$ cat config.mk
export PLATFORM = sky130hd
export DESIGN_NAME = jk_sync_counter_flat
export DESIGN_NICKNAME = d
export VERILOG_FILES = /design/src/rtl/jk_sync_counter_pkg.sv /design/src/rtl/jk_sync_counter_if.sv /design/src/rtl/jk_sync_counter_ff.sv /design/src/rtl/jk_sync_counter.sv /design/src/flat_wrapper.sv
export SDC_FILE = /design/constraint.sdc
export NUM_CORES = 1
export LEC_CHECK = 0
export CAP_MARGIN = 30
export CORE_AREA = 10 10 51 53
export CTS_CLUSTER_SIZE = 40
export DETAILED_ROUTE_END_ITERATION = 16
export DIE_AREA = 0 0 61 63
export PLACE_DENSITY_LB_ADDON = 0.3
export SLEW_MARGIN = 20
export SYNTH_ARGS = -nofsm -noshare
export SYNTH_HDL_FRONTEND = slang
export SYNTH_SLANG_ARGS = --single-unit
$ cat constraint.sdc
create_clock -name clk -period 3.56 [get_ports clk]
set_input_delay 0.89 -clock clk [delete_from_list [all_inputs] [get_ports clk]]
set_output_delay 0.89 -clock clk [all_outputs]
set_load 0.02 [all_outputs]
$ cat src/rtl/jk_sync_counter_pkg.sv
// Shared constants for the JK-flip-flop synchronous counter.
//   WIDTH_DEF : default counter bit width
//   MOD_DEF   : default count modulus
//   dir_e     : encoding of the up_dn direction input
package jk_counter_pkg;

    localparam int WIDTH_DEF = 4;
    localparam int MOD_DEF   = 10;

    typedef enum logic {
        DIR_DOWN = 1'b0,
        DIR_UP   = 1'b1
    } dir_e;

endpackage

$ cat src/rtl/jk_sync_counter_if.sv
// Control/status bundle of the JK synchronous counter.
//   en, up_dn, load, d : driven by the controller (master)
//   q, j_vec, k_vec, tc: driven by the counter (slave)
interface jk_sync_counter_if
    import jk_counter_pkg::*;
#(
    parameter int WIDTH = WIDTH_DEF
) ();

    logic             en;
    logic             up_dn;
    logic             load;
    logic [WIDTH-1:0] d;
    logic [WIDTH-1:0] q;
    logic [WIDTH-1:0] j_vec;
    logic [WIDTH-1:0] k_vec;
    logic             tc;

    modport master (
        output en, up_dn, load, d,
        input  q, j_vec, k_vec, tc
    );

    modport slave (
        input  en, up_dn, load, d,
        output q, j_vec, k_vec, tc
    );

endinterface

$ cat src/rtl/jk_sync_counter_ff.sv
// Single JK flip-flop, asynchronous active-high reset to 0.
//   j, k  : excitation inputs (00 hold, 01 clear, 10 set, 11 toggle)
//   clk   : rising-edge clock
//   rst   : asynchronous active-high reset
//   q     : stored bit
//   q_bar : complement of q
module jk_ff_r (
    input  logic j,
    input  logic k,
    input  logic clk,
    input  logic rst,
    output logic q,
    output logic q_bar
);

    always_ff @(posedge clk or posedge rst) begin
        if (rst) begin
            q <= 1'b0;
        end else begin
            case ({j, k})
                2'b01:   q <= 1'b0;
                2'b10:   q <= 1'b1;
                2'b11:   q <= ~q;
                default: q <= q;
            endcase
        end
    end

    assign q_bar = ~q;

endmodule

$ cat src/rtl/jk_sync_counter.sv
// Modulo-MOD up/down counter built from WIDTH JK flip-flops.
//   clk : rising-edge clock
//   rst : asynchronous active-high reset (count -> 0)
//   bus : slave side of jk_sync_counter_if
//         en/up_dn/load/d in; q (registered count), j_vec/k_vec
//         (excitation applied this cycle), tc (combinational terminal count) out
module jk_sync_counter
    import jk_counter_pkg::*;
#(
    parameter int WIDTH = WIDTH_DEF,
    parameter int MOD   = MOD_DEF
) (
    input  logic               clk,
    input  logic               rst,
    jk_sync_counter_if.slave   bus
);

    // One extra bit so MOD = 2**WIDTH still compares correctly.
    localparam logic [WIDTH:0]   MOD_W = (WIDTH+1)'(MOD);
    localparam logic [WIDTH-1:0] MAX_Q = WIDTH'(MOD - 1);

    logic [WIDTH-1:0] q_r;
    logic [WIDTH-1:0] nxt;
    logic [WIDTH-1:0] j_c;
    logic [WIDTH-1:0] k_c;
    logic [WIDTH-1:0] q_bar_unused;
    logic             tc_c;

    // Priority rst > load > en. While in reset nxt follows q, which forces
    // J=K=0; an out-of-range q steps to 0 on any count.
    always_comb begin
        nxt  = q_r;
        tc_c = 1'b0;
        if (!rst) begin
            if (bus.load) begin
                nxt = ({1'b0, bus.d} < MOD_W) ? bus.d : '0;
            end else if (bus.en) begin
                if ({1'b0, q_r} >= MOD_W) begin
                    nxt = '0;
                end else if (bus.up_dn == DIR_UP) begin
                    nxt  = (q_r == MAX_Q) ? '0 : q_r + 1'b1;
                    tc_c = (q_r == MAX_Q);
                end else begin
                    nxt  = (q_r == '0) ? MAX_Q : q_r - 1'b1;
                    tc_c = (q_r == '0);
                end
            end
        end
        j_c = ~q_r & nxt;
        k_c = q_r & ~nxt;
    end

    for (genvar i = 0; i < WIDTH; i++) begin : g_bit
        jk_ff_r u_ff (
            .j     (j_c[i]),
            .k     (k_c[i]),
            .clk   (clk),
            .rst   (rst),
            .q     (q_r[i]),
            .q_bar (q_bar_unused[i])
        );
    end

    assign bus.q     = q_r;
    assign bus.j_vec = j_c;
    assign bus.k_vec = k_c;
    assign bus.tc    = tc_c;

endmodule

$ cat src/flat_wrapper.sv
// flat-port wrapper written by rule: the top's interface ports become plain ports
module jk_sync_counter_flat import jk_counter_pkg::*;
#(
    parameter int WIDTH = WIDTH_DEF,
    parameter int MOD   = MOD_DEF
)
  (clk, rst, bus_en, bus_up_dn, bus_load, bus_d, bus_q, bus_j_vec, bus_k_vec, bus_tc);
  jk_sync_counter_if #(.WIDTH(WIDTH)) bus_i ();
  input  logic clk;
  input  logic rst;
  input wire logic [$bits(bus_i.en)-1:0] bus_en;
  input wire logic [$bits(bus_i.up_dn)-1:0] bus_up_dn;
  input wire logic [$bits(bus_i.load)-1:0] bus_load;
  input wire logic [$bits(bus_i.d)-1:0] bus_d;
  output wire logic [$bits(bus_i.q)-1:0] bus_q;
  output wire logic [$bits(bus_i.j_vec)-1:0] bus_j_vec;
  output wire logic [$bits(bus_i.k_vec)-1:0] bus_k_vec;
  output wire logic [$bits(bus_i.tc)-1:0] bus_tc;
  assign bus_i.en = bus_en;
  assign bus_i.up_dn = bus_up_dn;
  assign bus_i.load = bus_load;
  assign bus_i.d = bus_d;
  assign bus_q = bus_i.q;
  assign bus_j_vec = bus_i.j_vec;
  assign bus_k_vec = bus_i.k_vec;
  assign bus_tc = bus_i.tc;
  jk_sync_counter #(.WIDTH(WIDTH), .MOD(MOD)) u_core (.clk(clk), .rst(rst), .bus(bus_i));
endmodule
Word-level counts from Yosys, hierarchy flattened
Cells that the tools add are included.
- $mul: 0
- shift operators: 0
- divide/modulo/power cells: 0
- $add $sub $neg: 2
- equal/unequal tests: 13
- reduce and logical (&&, ||, !) cells: 5
- magnitude comparators: 2
- bitwise logic cells: 8
- muxes and demuxes: 17
- operators by type and width (kind ; count):
    $mux 4 ; 8
    $eq 2x2->1 const B ; 8
    $pmux 1 s3 ; 4
    $reduce_bool 3->1 ; 4
    $and 4x4->4 ; 2
    $eq 2x1->1 const B ; 4
    $not 4->4 ; 2
    $mux 1 ; 5
    $add 4x1->4 const B ; 1
    $eq 4x4->1 const B ; 1
    $ge 4x4->1 const B ; 1
    $logic_not 4->1 ; 1
    $lt 4x4->1 const B ; 1
    $not 1->1 ; 4
    $sub 4x1->4 const B ; 1
- bits in registers: 4
- input bits: 9
- memory bits (read-only): 0
- memories kept: 0
- output and inout bits: 13
- logic and storage cells: 51
- memory bits (writable): 0
- latch bits: 0

Longest topological paths before layout
- word-level depth: 11
- mapped depth: 7
- depth with buffers taken out: 6

Cells and area by module
From an unflattened synthesis, not the netlist that was laid out.
- cells, all modules: 84
- area total of the unflattened synthesis: 624.3 µm²
- modules (own cells, without submodules) (module ; instances ; cells an instance ; seq. area each (µm²) ; area each (µm²)):
    jk_sync_counter ; 1 ; 64 ; 0.0 ; 459.2
    jk_ff_r ; 4 ; 5 ; 25.0 ; 41.3

Least setup slack after synthesis
No wires, ideal clock.
- kind: input -> output
- start: input port bus_up_dn
- end: output port bus_tc
- path buffers: 1
- path slack: 437 ps
- required time: 2670 ps
- arrival time: 2233 ps
- stages: 3
- cells stage by stage: buf_4 or3_1 a2111oi_1
- cells in the longest elaborated chain, start to end: 5
- RTL lines (what ; line ; RTL):
    start, declared ; flat_wrapper.sv:12 ; input wire logic [$bits(bus_i.up_dn)-1:0] bus_up_dn;
    $mux 1 ; jk_sync_counter.sv:40 ; end else if (bus.up_dn == DIR_UP) begin
    $mux 1 ; jk_sync_counter.sv:38 ; if ({1'b0, q_r} >= MOD_W) begin
    $mux 1 ; jk_sync_counter.sv:37 ; end else if (bus.en) begin
    $mux 1 ; jk_sync_counter.sv:35 ; if (bus.load) begin
    $mux 1 ; jk_sync_counter.sv:34 ; if (!rst) begin
    end, declared ; flat_wrapper.sv:18 ; output wire logic [$bits(bus_i.tc)-1:0] bus_tc;
Every way passes these cells.

Worst setup path after layout
- start: input port bus_up_dn
- end: output port bus_j_vec[2]
- cells in the longest elaborated chain, start to end: 6
- RTL lines (what ; line ; RTL):
    $mux 4 ; jk_sync_counter.sv:40 ;
    $mux 4 ; jk_sync_counter.sv:38 ;
    $mux 4 ; jk_sync_counter.sv:37 ;
    $mux 4 ; jk_sync_counter.sv:35 ;
    $mux 4 ; jk_sync_counter.sv:34 ;
    $and 4x4->4 ; jk_sync_counter.sv:49 ; j_c = ~q_r & nxt;
    end, declared ; flat_wrapper.sv:16 ; output wire logic [$bits(bus_i.j_vec)-1:0] bus_j_vec;
Every way passes these cells.

==> metrics.txt <==
# hold bufs at CTS 0; Yosys top cell by area dfrtp_1; R2R depth 6; Leak between 0.4 and 0.5 nW; min Tclk post-route between 3000 and 4000 ps; pin count of the biggest net entering global routing 15; via count between 600 and 700; RR Startpoint u_core.g_bit[0].u_ff.q; Layout Nets roughly 120; final setup violation count 0; Crit Path Class input port to output pin; max incr delay on CP ~410 ps; outcome finished, final reports clean; max reg flops 4; CP delay by family, top buffers and inverters; Worst Path Max Fanout 5; clk_lat worst skew roughly 240 ps; Biggest register u_core.g_bit.u_ff.q; first-pass GRT wire length ~2700 um; die width ~61 um; first drt pass iteration count 4; Tcrit/Tclk final slightly below 100%; main combinational cell family by area after synthesis buffers and inverters; Clock Path Buffers 2; CORE AREA between 0.0015 and 0.002 mm^2; XOR/XNOR share of the synthesized area about 1.2%; worst relative slew slack 69.66%; Post-Route WL around 1700 um; Inserted Clock Buffers 3; Syn Nets 100; total gr overflow 0; RR Endpoint u_core.g_bit[1].u_ff.q; Placer Congestion about 0.86; Detail Route Antenna Nets 0; via/cell ratio between 5 and 6; async set-reset flop share out of synthesis 100.0%; dominant synthesized flop cell dfrtp_1; Int Pwr roughly 0.27 mW; hold path depth 1; Comb pwr share 65.7%; Worst Setup End Kind output pin; CTS HTree Levels 1; fin cells 113; Hold WC Path Type flip-flop to flip-flop; # Post-CTS Setup Buffers 0; IO Pins 22; part of the power in registers around 23%; adder-cell share of the synthesized area about 14%; RSZ-0062 raised after global routing no; Clk pwr share 11.3%; setup TNS 0 ps; vias in the first global route 629; Cell Pwr Density around 600 mW/mm^2; Layout area overhead 22.55%; Initial Util between 40% and 50%; Sw Share a little under half; placed cell count 110; CTS sink count 4; CTS root buf clkbuf_4; Yosys warnings 0; clock slew at reported path FFs 40 ps; initial antenna violation count 0; Worst Path Required roughly 2700 ps; Detail Placement HPWL between 1000 and 1500 um; share of the synthesized area in the top cell type roughly 14%; compound-cell area share of the yosys netlist between 10% and 20%; crit-path most repeated cell dlygate4sd2_1; Slew Viols, Final 0; Least-Margin Pin Slew between 400 and 500 ps; GRT Util Overall 8.736%; Max-Cap Viols 0; WP buf/inv 2; Register Area approximately 100 um^2; Yosys cell types 39; top cells by area, synth dfrtp_1 14%, ha_1 14%, buf_4 14%, buf_6 6.3%, mux2_2 6.3%; Fmax achieved between 200 and 300 MHz; drt wl/cell around 15 um; ant diodes 0; Critical Path, Cell by Cell dlygate4sd2_1 > and3_4 > or4_4 > o211ai_2 > o221a_1 > ha_1 > dlygate4sd2_1; drt first-iter violations 10; final core occ approximately 53%; Yosys reg bits 4; Gate Count Post-Synth 83; peak supply drop roughly 0.31 mV; Post-route DRC 0; share of layout cells above drive strength 1 between 20% and 30%; WP data arrival about 2600 ps; multi-input logic area approximately 470 um^2; Avg Inst Size Synth around 8.6 um^2; fillcell total 172; multiplexer share of the synthesized area 7.692%; clock skew between 0.4 and 0.5 ps; Post-synth EDFFs 0; Synth Area in Simple Gates between 20% and 30%; port buffer count 21; Die ar. between 0.003 and 0.004 mm^2; most frequent cell after synthesis buf_4; biggest regs u_core.g_bit.u_ff.q x4; nature of the critical path startpoint input port; CTS tree yes; top cells by count, synth 13 x buf_4, 8 x ha_1, 7 x o21ai_0; hold endpoint u_core.g_bit[2].u_ff.q; hold slack roughly 730 ps; FP Rows 15; Die Span Y 63 um; Psw roughly 0.25 mW; min-delay src u_core.g_bit[2].u_ff.q; Slowest-stage cell, CP or4_4; Seq/Total Area, Yosys 13.99%; worst reg2reg setup slack 1430 ps; synthesized area between 700 and 800 um^2; Final Hold Viols 0
[metrics by stage]
| step | setup WS (ps) | power, mW | cell area (um^2) |
|---|---|---|---|
| final | 112.5 | 0.5156 | 877.1 |
| after floorplan | 436.8 | 0.4214 | 715.7 |
| after CTS | 13.66 | 0.5195 | 869.6 |
| after global placement | -383.6 | 0.4677 | 849.6 |
| after detailed placement | -420.6 | 0.4745 | 849.6 |
| after global routing | 11.72 | 0.5645 | 877.1 |
[layout make-up]
class | instances | share of cell area (%)
inverter | 5 | 2.140
sequential | 4 | 11.41
multi-input combinational | 57 | 53.50
clock buffer | 3 | 2.568
tap | 17 | 2.425
timing repair buffer | 27 | 27.96
[cell usage in the layout (no fill, tap or decap), drive strengths merged, types with 2 or more instances in the layout]
cell and count:
dlygate4sd2 9, clkdlybuf4s50 8, ha 8, o21ai 7, buf 6, inv 5, mux2 4, nand2 4
nor2 4, dfrtp 4, clkbuf 4, dlymetal6s2s 2, or2 2, and3 2, nor4 2, nor3 2
[logic make-up (layout without fill, tap and decap cells)]
| family | after synthesis | count (layout) |
|---|---|---|
| and+or+nand+nor | 24 | 24 |
| buffers and inverters | 22 | 35 |
| adders and majority gates | 8 | 8 |
| muxes | 5 | 5 |
| DFF | 4 | 4 |
| AOI/OAI and AO/OA | 19 | 19 |
| xor gates and xnor gates | 1 | 1 |
[worst max path at each step]
stage,from,end,depth (start not counted)
after floorplan,bus_up_dn,bus_tc,3
after global placement,bus_up_dn,bus_j_vec[2],7
after detailed placement,bus_up_dn,bus_k_vec[1],8
after CTS,bus_up_dn,bus_k_vec[1],8
after global routing,bus_up_dn,bus_j_vec[1],8
final,bus_up_dn,bus_j_vec[2],7
[what timing repair did]
action,in CTS,in global routing
endpoints found under the setup margin,9,4
gates resized for setup,16,6
pin swaps,2,1
[power groups by stage]
stage	combinational, mW	clock [mW]	sequential (mW)
floorplan	0.341	0	0.0801
global placement	0.354	0	0.114
detailed placement	0.360	0	0.115
CTS	0.341	0.0606	0.117
global route	0.376	0.0630	0.126
finish	0.339	0.0584	0.119
[metal layers]
metal  wire length (um)  vias to the layer above  track usage [%]
met4                 34                        0            3.846
li1                   -                      315                -
met3                104                        4            4.268
met5                  0                        -                0
met2                855                       17            14.67
met1                679                      300            8.597
(Power assumes the default switching activity.)
